## config.mk

```make
export PLATFORM = sky130hd
export DESIGN_NAME = csr_access_controller
export DESIGN_NICKNAME = d
export VERILOG_FILES = /design/src/rtl/csr_pkg.sv /design/src/rtl/csr_rr_arbiter.sv /design/src/rtl/csr_access_controller.sv
export SDC_FILE = /design/constraint.sdc
export NUM_CORES = 1
export LEC_CHECK = 0
export ABC_AREA = 1
export CELL_PAD_IN_SITES_DETAIL_PLACEMENT = 0
export CELL_PAD_IN_SITES_GLOBAL_PLACEMENT = 2
export CORE_MARGIN = 3
export CORE_UTILIZATION = 26
export DETAILED_ROUTE_END_ITERATION = 6
export GPL_TIMING_DRIVEN = 0
export PLACE_DENSITY_LB_ADDON = 0.1
export REMOVE_ABC_BUFFERS = 1
export SYNTH_ARGS = -nofsm -noshare
export SYNTH_HDL_FRONTEND = slang
export SYNTH_SLANG_ARGS = --single-unit
```

## constraint.sdc

```tcl
create_clock -name clk -period 1.8 [get_ports clk]
set_input_delay 0.36 -clock clk [delete_from_list [all_inputs] [get_ports clk]]
set_output_delay 0.36 -clock clk [all_outputs]
set_load 0.05 [all_outputs]
```

## src/rtl/csr_pkg.sv

```systemverilog
// Shared CSR access types: op encodings, controller FSM states, read-only prefix
// and the read-modify-write helpers used by the access controller.
package csr_pkg;

    typedef enum logic [1:0] {
        OP_READ  = 2'b00,
        OP_WRITE = 2'b01,
        OP_SET   = 2'b10,
        OP_CLEAR = 2'b11
    } csrOp_t;

    typedef enum logic [2:0] {
        IDLE    = 3'd0,
        READ    = 3'd1,
        CAPTURE = 3'd2,
        WRITE   = 3'd3,
        DONE    = 3'd4
    } csrState_t;

    localparam logic [1:0] RO_PREFIX_DEFAULT = 2'b11;

    typedef struct packed {
        csrOp_t      op;
        logic [11:0] address;
        logic [31:0] data;
    } csrReq_t;

    function automatic logic [31:0] applyOp(input csrOp_t op, input logic [31:0] oldValue,
                                            input logic [31:0] data);
        logic [31:0] result;
        case (op)
            OP_WRITE: result = data;
            OP_SET:   result = oldValue | data;
            OP_CLEAR: result = oldValue & ~data;
            default:  result = oldValue;
        endcase
        return result;
    endfunction

    // A zero set/clear mask leaves the CSR unchanged, so it may skip the write cycle.
    function automatic logic writeNeeded(input csrOp_t op, input logic [31:0] data,
                                         input logic skipZeroMask);
        logic result;
        case (op)
            OP_WRITE:         result = 1'b1;
            OP_SET, OP_CLEAR: result = (data != 32'd0) || !skipZeroMask;
            default:          result = 1'b0;
        endcase
        return result;
    endfunction

endpackage

```

## src/rtl/csr_rr_arbiter.sv

```systemverilog
// Two-way round-robin grant between core (bit 0) and debug (bit 1), combinational grant.
// Last-grant register advances only when accept is high; resets to debug so core wins the first tie.
module csr_rr_arbiter (
    input  logic       clk,
    input  logic       rst,
    input  logic [1:0] request,
    input  logic       accept,
    output logic [1:0] grant
);

    logic lastGrantDbg;

    always_comb begin
        grant = request;
        if (request == 2'b11) begin
            grant = lastGrantDbg ? 2'b01 : 2'b10;
        end
    end

    always_ff @(posedge clk) begin
        if (rst) begin
            lastGrantDbg <= 1'b1;
        end else if (accept && (request != 2'b00)) begin
            lastGrantDbg <= grant[1];
        end
    end

endmodule

```

## src/rtl/csr_access_controller.sv

```systemverilog
// Arbitrates core/debug CSR requests and runs a read-modify-write on the CSR block.
// Ack 3 cycles after grant without a write, 4 with; requests are ignored while busy.
module csr_access_controller
    import csr_pkg::*;
#(
    parameter bit         SKIP_ZERO_MASK = 1'b1,
    parameter logic [1:0] RO_PREFIX      = RO_PREFIX_DEFAULT
) (
    input  logic        clk,
    input  logic        rst,

    input  logic        coreRequest,
    input  logic [1:0]  coreOp,
    input  logic [11:0] coreAddress,
    input  logic [31:0] coreWriteData,
    output logic [31:0] coreReadData,
    output logic        coreAck,
    output logic        coreIllegal,

    input  logic        dbgRequest,
    input  logic [1:0]  dbgOp,
    input  logic [11:0] dbgAddress,
    input  logic [31:0] dbgWriteData,
    output logic [31:0] dbgReadData,
    output logic        dbgAck,
    output logic        dbgIllegal,

    output logic        csrReadEnable,
    output logic        csrWriteEnable,
    output logic [11:0] csrAddress,
    output logic [31:0] csrWriteData,
    input  logic [31:0] csrReadData,

    output logic        busy
);

    csrState_t   state;
    csrReq_t     pending;
    csrReq_t     incoming;
    logic        grantDbg;
    logic        illegalFlag;
    logic [31:0] oldValue;
    logic [1:0]  grant;
    logic        needWrite;
    logic        roTarget;

    csr_rr_arbiter u_arbiter (
        .clk     (clk),
        .rst     (rst),
        .request ({dbgRequest, coreRequest}),
        .accept  (state == IDLE),
        .grant   (grant)
    );

    always_comb begin
        if (grant[1]) begin
            incoming.op      = csrOp_t'(dbgOp);
            incoming.address = dbgAddress;
            incoming.data    = dbgWriteData;
        end else begin
            incoming.op      = csrOp_t'(coreOp);
            incoming.address = coreAddress;
            incoming.data    = coreWriteData;
        end
    end

    assign needWrite = writeNeeded(pending.op, pending.data, SKIP_ZERO_MASK);
    assign roTarget  = (pending.address[11:10] == RO_PREFIX);

    always_ff @(posedge clk) begin
        if (rst) begin
            state          <= IDLE;
            pending        <= '0;
            grantDbg       <= 1'b0;
            illegalFlag    <= 1'b0;
            oldValue       <= '0;
            coreReadData   <= '0;
            coreAck        <= 1'b0;
            coreIllegal    <= 1'b0;
            dbgReadData    <= '0;
            dbgAck         <= 1'b0;
            dbgIllegal     <= 1'b0;
            csrReadEnable  <= 1'b0;
            csrWriteEnable <= 1'b0;
            csrAddress     <= '0;
            csrWriteData   <= '0;
            busy           <= 1'b0;
        end else begin
            case (state)
                IDLE: begin
                    if (grant != 2'b00) begin
                        grantDbg      <= grant[1];
                        pending       <= incoming;
                        illegalFlag   <= 1'b0;
                        csrReadEnable <= 1'b1;
                        csrAddress    <= incoming.address;
                        busy          <= 1'b1;
                        state         <= READ;
                    end
                end
                READ: begin
                    csrReadEnable <= 1'b0;
                    csrAddress    <= '0;
                    state         <= CAPTURE;
                end
                CAPTURE: begin
                    oldValue <= csrReadData;
                    if (needWrite && !roTarget) begin
                        csrWriteEnable <= 1'b1;
                        csrAddress     <= pending.address;
                        csrWriteData   <= applyOp(pending.op, csrReadData, pending.data);
                        state          <= WRITE;
                    end else begin
                        // Rejected writes to read-only CSRs still ack, flagged illegal.
                        illegalFlag  <= needWrite;
                        coreAck      <= !grantDbg;
                        coreReadData <= grantDbg ? 32'd0 : csrReadData;
                        coreIllegal  <= !grantDbg && needWrite;
                        dbgAck       <= grantDbg;
                        dbgReadData  <= grantDbg ? csrReadData : 32'd0;
                        dbgIllegal   <= grantDbg && needWrite;
                        state        <= DONE;
                    end
                end
                WRITE: begin
                    csrWriteEnable <= 1'b0;
                    csrAddress     <= '0;
                    csrWriteData   <= '0;
                    coreAck        <= !grantDbg;
                    coreReadData   <= grantDbg ? 32'd0 : oldValue;
                    coreIllegal    <= !grantDbg && illegalFlag;
                    dbgAck         <= grantDbg;
                    dbgReadData    <= grantDbg ? oldValue : 32'd0;
                    dbgIllegal     <= grantDbg && illegalFlag;
                    state          <= DONE;
                end
                DONE: begin
                    coreAck      <= 1'b0;
                    coreReadData <= '0;
                    coreIllegal  <= 1'b0;
                    dbgAck       <= 1'b0;
                    dbgReadData  <= '0;
                    dbgIllegal   <= 1'b0;
                    busy         <= 1'b0;
                    state        <= IDLE;
                end
                default: begin
                    state <= IDLE;
                end
            endcase
        end
    end

endmodule

```

Word level (Yosys, flattened, before mapping)
Index checks and enable logic that the tools add are counted.

cells by class
  add/sub/neg operators = 0
  multipliers = 0
  divide/modulo/power cells = 0
  $lt $le $gt $ge = 0
  eq/ne operators = 12
  shift operators = 0
  muxes and demuxes = 37
  bitwise operators = 3
  reduce and logical (&&, ||, !) cells = 27

operator list
  operator            count
  $pmux 32 s3         3
  $mux 32             7
  $pmux 32 s2         1
  $mux 46             1
  $pmux 12 s3         1
  $and 32x32->32      1
  $not 32->32         1
  $or 32x32->32       1
  $reduce_bool 32->1  1
  $mux 12             2
  $pmux 1 s3          4
  $pmux 3 s4          1
  $reduce_bool 2->1   6
  $pmux 1 s2          5
  $reduce_and 2->1    5
  $eq 2x2->1 const B  4
  $mux 1              8
  $eq 3x2->1 const B  2
  $logic_and 1x1->1   6
  $mux 3              2
  $ne 2x2->1 const B  3
  $reduce_and 3->1    2
  $reduce_bool 3->1   2
  $mux 2              2
  6 further kinds     8

storage, ports and cells
  bits in registers = 199
  latch bits = 0
  bits in writable memories = 0
  memory bits (read-only) = 0
  input bits = 128
  output and inout port bits = 115
  word-level logic and storage cells = 98
  memories kept = 0

Logic depth before layout (Yosys ltp)
  word-level depth = 6
  depth in mapped cells = 13
  gate-level depth less buffers = 11

Cells and area by module
A second synthesis with hierarchy kept.

second synthesis, totals
  cells, all modules = 1301
  area total of the unflattened synthesis = 9215.1 um^2

by module, submodules not included
  module                 instances  cells an instance  area each (um^2)  seq. area each (um^2)
  csr_access_controller  1          1291               9146.3            3963.8
  csr_rr_arbiter         1          10                 68.8              20.0

Least setup slack after synthesis
Ideal clock, no wire load.

  kind = register -> register
  from = register pending[16] (netlist bit)
  to = register coreReadData[20]
  library setup time = 0.116 ns
  data arrival time = 1.391 ns
  required time = 1.684 ns
  slack = 0.293 ns
  stages on the path, launching flop included = 13
  path buffers = 2
  period minus slack after synthesis = 1.507 ns
  path through = dfxtp_1 -> inv_1 -> nand2_1 -> nor2_1 -> nand2_1 -> nor2_1 -> nand2_2 -> nand4_4 -> nand2_4 -> buf_6 -> buf_6 -> o21ai_0 -> nor2_1

between the ends
  cells in the longest elaborated chain, start to end = 5

RTL lines
  element                     RTL line                      RTL
  from (decl)                 csr_access_controller.sv:38   csrReq_t pending;
  from (signal assigned)      csr_access_controller.sv:93   pending <= incoming;
  $reduce_bool 32->1          csr_pkg.sv:46                 OP_SET, OP_CLEAR: result = (data != 32'd0) || !skipZeroMask;
  $pmux 1 s2                  csr_pkg.sv:44                 case (op)
  $logic_and 1x1->1           csr_access_controller.sv:108  if (needWrite && !roTarget) begin
  $ne 2x2->1 (no line)        --
  $reduce_and 2->1 (no line)  --
  to (signal assigned)        csr_access_controller.sv:117  coreReadData <= grantDbg ? 32'd0 : csrReadData;
  to (signal assigned)        csr_access_controller.sv:130  coreReadData <= grantDbg ? 32'd0 : oldValue;
  to (decl)                   csr_access_controller.sv:16   output logic [31:0] coreReadData,

Every way passes these cells.
A chain may end at the register's enable or synchronous reset.

Worst setup path in the final report
  from = register pending[4] (netlist bit)
  to = register dbgReadData[21]

between the ends
  cells in the longest elaborated chain, start to end = 5

RTL lines
  element                     RTL line                      RTL
  $reduce_bool 32->1          csr_pkg.sv:46
  $pmux 1 s2                  csr_pkg.sv:44
  $logic_and 1x1->1           csr_access_controller.sv:108
  $ne 2x2->1 (no line)        --
  $reduce_and 2->1 (no line)  --
  to (signal assigned)        csr_access_controller.sv:120  dbgReadData <= grantDbg ? csrReadData : 32'd0;
  to (signal assigned)        csr_access_controller.sv:133  dbgReadData <= grantDbg ? oldValue : 32'd0;
  to (decl)                   csr_access_controller.sv:24   output logic [31:0] dbgReadData,

Every way passes these cells.

==> parameters.txt <==
Parameter                              Value

Run status
  Result of the run ... finished, violations left
  Violated checks ... negative setup slack

Setup path
  Crit-path max cell delay ... 0.31 ns
  Delay-heaviest family, CP ... simple AND/OR/NAND/NOR gates
  Critical path startpoint category ... flop
  Critical Path Fanout Max ... 8
  Category of the worst setup path capture point ... flop
  Critical Path AT ... 2.20 ns
  Cells traversed along the worst timing path ... inv_2 -> nand2_2 -> nor2_2 -> nand2_2 -> nor2_4 -> nand2_4 -> nand4_4 -> buf_12 -> nand2_8 -> inv_12 -> nor2_2 -> nor2_1
  Crit path buf inv count ... 3
  WP data required ... 2.19 ns
  Kind of critical path ... reg -> reg
  CP max-delay cell ... sky130_fd_sc_hd__dfxtp_1

Floorplan
  Vertical die dimension ... 193.8 µm
  Die X-Extent ... 193.8 µm
  Row count ... 68
  Initial Util ... 0.2647
  DIE AREA ... 37540 µm²
  Placeable core region ... 34630 µm²
  Boundary pin count ... 243

Finish
  Final layout net count ... 1680
  Number of non-filler instances in the completed layout ... 2021
  Highest-count cells in the layout ignoring fill and taps ... sky130_fd_sc_hd__dfxtp_1 (185), sky130_fd_sc_hd__nor2_1 (172), sky130_fd_sc_hd__o21ai_0 (141), sky130_fd_sc_hd__nand2_1 (137), sky130_fd_sc_hd__clkdlybuf4s50_1 (126)
  Ratio of cells with drive above 1 in the final layout ... 0.2166
  Area Overhead vs Synth ... 56.27%
  Leading cell type in the layout, fill and taps excluded ... sky130_fd_sc_hd__dfxtp_1

Synth
  Register area share after synthesis ... 0.4347
  Number of standard cells after synthesis ... 1289
  Syn Area/Cell ... 7.110 µm²
  Yosys warns ... 0
  Cell area after synthesis ... 9165 µm²
  Post-synth cell types ... 28
  Number of storage elements in the synthesis netlist ... 199

Power
  Worst supply voltage drop on vdd ... 0.8705 mV
  Power density over the cells ... 1581 nW/µm²
  Pleak ... 5.956 nW

Global routing
  Vias in the first global route ... 9321
  Pin count of the biggest net entering global routing ... 99
  Initial antenna violation count ... 1
  Wire length of the first global-routing pass ... 61530 µm
  GRT Resource Usage Total ... 0.2145
  Total overflow reported by the global router ... 0

Clock tree
  Clk slew on worst S/H paths ... 0.08 ns
  H-Tree Depth ... 4
  TritonCTS clock tree ... done
  Buffer type at the clock tree root ... sky130_fd_sc_hd__clkbuf_16
  Maximum root-to-sink buffer count ... 2
  Worst-Skew Late Latency ... 0.45 ns
  Count of hold-fix buffers inserted at cts ... 0
  Clock tree sinks ... 199
  CTS buffer count ... 17

Timing
  Final Cycle Share ... 1.004
  Largest clock skew in the final design ... 0.01245 ns
  Number of slew-limit violations in the final report ... 0
  Final Setup Violations ... 4
  Max Freq ... 0.5531 GHz
  Transition at the pin with the smallest max-transition slack ... 0.5996 ns
  Unrepaired setup endpoints after global routing ... true
  Final-report hold violation count ... 0
  Slack of the critical path ... -0.007945 ns
  Final worst path period need ... 1.808 ns
  Relative max-transition margin ... 0.6018

Place
  Placed insts ... 1890
  I/O Buffers ... 242
  Half-perimeter wire length of the detailed placement result ... 22570 µm
  Post-Place Worst Slack ... -2.342 ns
  Gp weighted congestion ... 0.7377

Routing
  Number of vias after detailed routing ... 9815
  Number of vias per cell after detailed routing ... 4.857
  Number of nets still failing antenna checks after routing ... 0
  First-pass iteration count of the detailed router ... 5
  Total routed wirelength ... 41810 µm
  Number of DRC markers in iteration 0 ... 468
  Met1 WL ... 19550 µm
  Detailed-route wire length per cell ... 20.69 µm
  Highest routing layer actually used ... met4
  Remaining routing DRC violations ... 0
  Met3 routed wirelength ... 1940 µm
  Routed wire length on met2 ... 19870 µm

Run
  Max-cap violations ... 0

Worst hold path
  Hold WC Path Type ... in -> reg
[metrics by stage]
step | utilization | area, µm² | power (mW) | hold WS, ns | TNS (ns)
2_1_floorplan | - | 8653 | 12.31 | 0.4262 | -166.94
3_3_place_gp | 0.3363 | 11640 | 15.61 | 0.4343 | -943.17
3_5_place_dp | 0.3416 | 11830 | 15.78 | 0.4382 | -287.16
4_1_cts | 0.3966 | 13730 | 22.10 | 0.2935 | -4.006
5_1_grt | 0.4136 | 14320 | 23.94 | 0.3200 | -4.318
6_report | 0.4136 | 14320 | 22.65 | 0.3160 | -0.02186
[cells in the mapped netlist (all sizes together)]
cell type | number | share of area
o32ai | 1 | 0.00096
buf | 42 | 0.031
clkbuf | 61 | 0.025
nand4 | 36 | 0.026
mux2i | 12 | 0.013
nand3 | 62 | 0.034
dfxtp | 199 | 0.43
a21oi | 149 | 0.083
o21bai | 1 | 0.0020
a211oi | 1 | 0.00082
inv | 97 | 0.040
clkinv | 1 | 0.00041
a221oi | 17 | 0.026
o21ai | 199 | 0.11
nor2 | 224 | 0.092
o22ai | 15 | 0.010
nand2 | 172 | 0.072
[metal layers]
metal | vias up | GRT usage
li1 | 4882 | -
met1 | 4660 | 0.2914
met2 | 248 | 0.3552
met3 | 25 | 0.03944
met4 | 0 | 0.04956
met5 | - | 0
[power by group]
part | switching, mW | internal, mW
Combinational | 8.13 | 3.94
Clock | 1.85 | 2.21
Sequential | 0.840 | 5.67
Total | 10.8 | 11.8
[sequential cells by signal, indices dropped and copies added, names as in the netlist]
| register | count |
|---|---|
| u_arbiter.lastGrantDbg | 1 |
| dbgIllegal | 1 |
| csrWriteEnable | 1 |
| csrAddress | 12 |
| oldValue | 32 |
| dbgReadData | 32 |
| grantDbg | 1 |
| coreAck | 1 |
| coreReadData | 32 |
| state | 3 |
| illegalFlag | 1 |
| busy | 1 |
| csrReadEnable | 1 |
| pending | 46 |
| csrWriteData | 32 |
| coreIllegal | 1 |
| dbgAck | 1 |
[final timing paths]
check / endpoint / cells after the start / from / slack [ns]
setup / recovery: dbgReadData[21]$_SDFFE_PP0P_ / 12 / pending[4]$_SDFFE_PP0P_ / -0.008
hold / removal: state[1]$_SDFFE_PP0P_ / 2 / rst / 0.32
setup reg to reg: dbgReadData[21]$_SDFFE_PP0P_ / 12 / pending[4]$_SDFFE_PP0P_ / -0.008
hold reg to reg: oldValue[20]$_SDFFE_PP0N_ / 2 / oldValue[20]$_SDFFE_PP0N_ / 0.45
[cell type report]
| class | count | area [µm²] |
|---|---|---|
| tap | 455 | 569.3 |
| sequential | 199 | 4016 |
| clock inverter | 9 | 115.1 |
| inverter | 98 | 469.2 |
| multi-input combinational | 905 | 5233 |
| clock buffer | 23 | 488.0 |
| timing repair inverter | 13 | 172.7 |
| timing repair buffer | 318 | 3257 |
| fill | 3675 | 20310 |
| antenna | 1 | 2.502 |
[cells by family (layout without fill, tap and decap cells)]
group                  Yosys count  count (layout)  synth area share
AND/OR/NAND/NOR                494             507            0.2244
AO/OA/AOI/OAI                  383             386            0.2318
buffers and inverters          201             461           0.09597
flip-flops                     199             199            0.4347
multiplexers                    12              12           0.01311
other                            0               1                 0
[what timing repair did]
item                                    in CTS  in global routing
pin swaps                                   65                 39
gates cloned                                32                  2
endpoints found under the setup margin     288                169
gates resized for setup                    321                132
setup buffers                               44                 24
(Power assumes the default switching activity.)
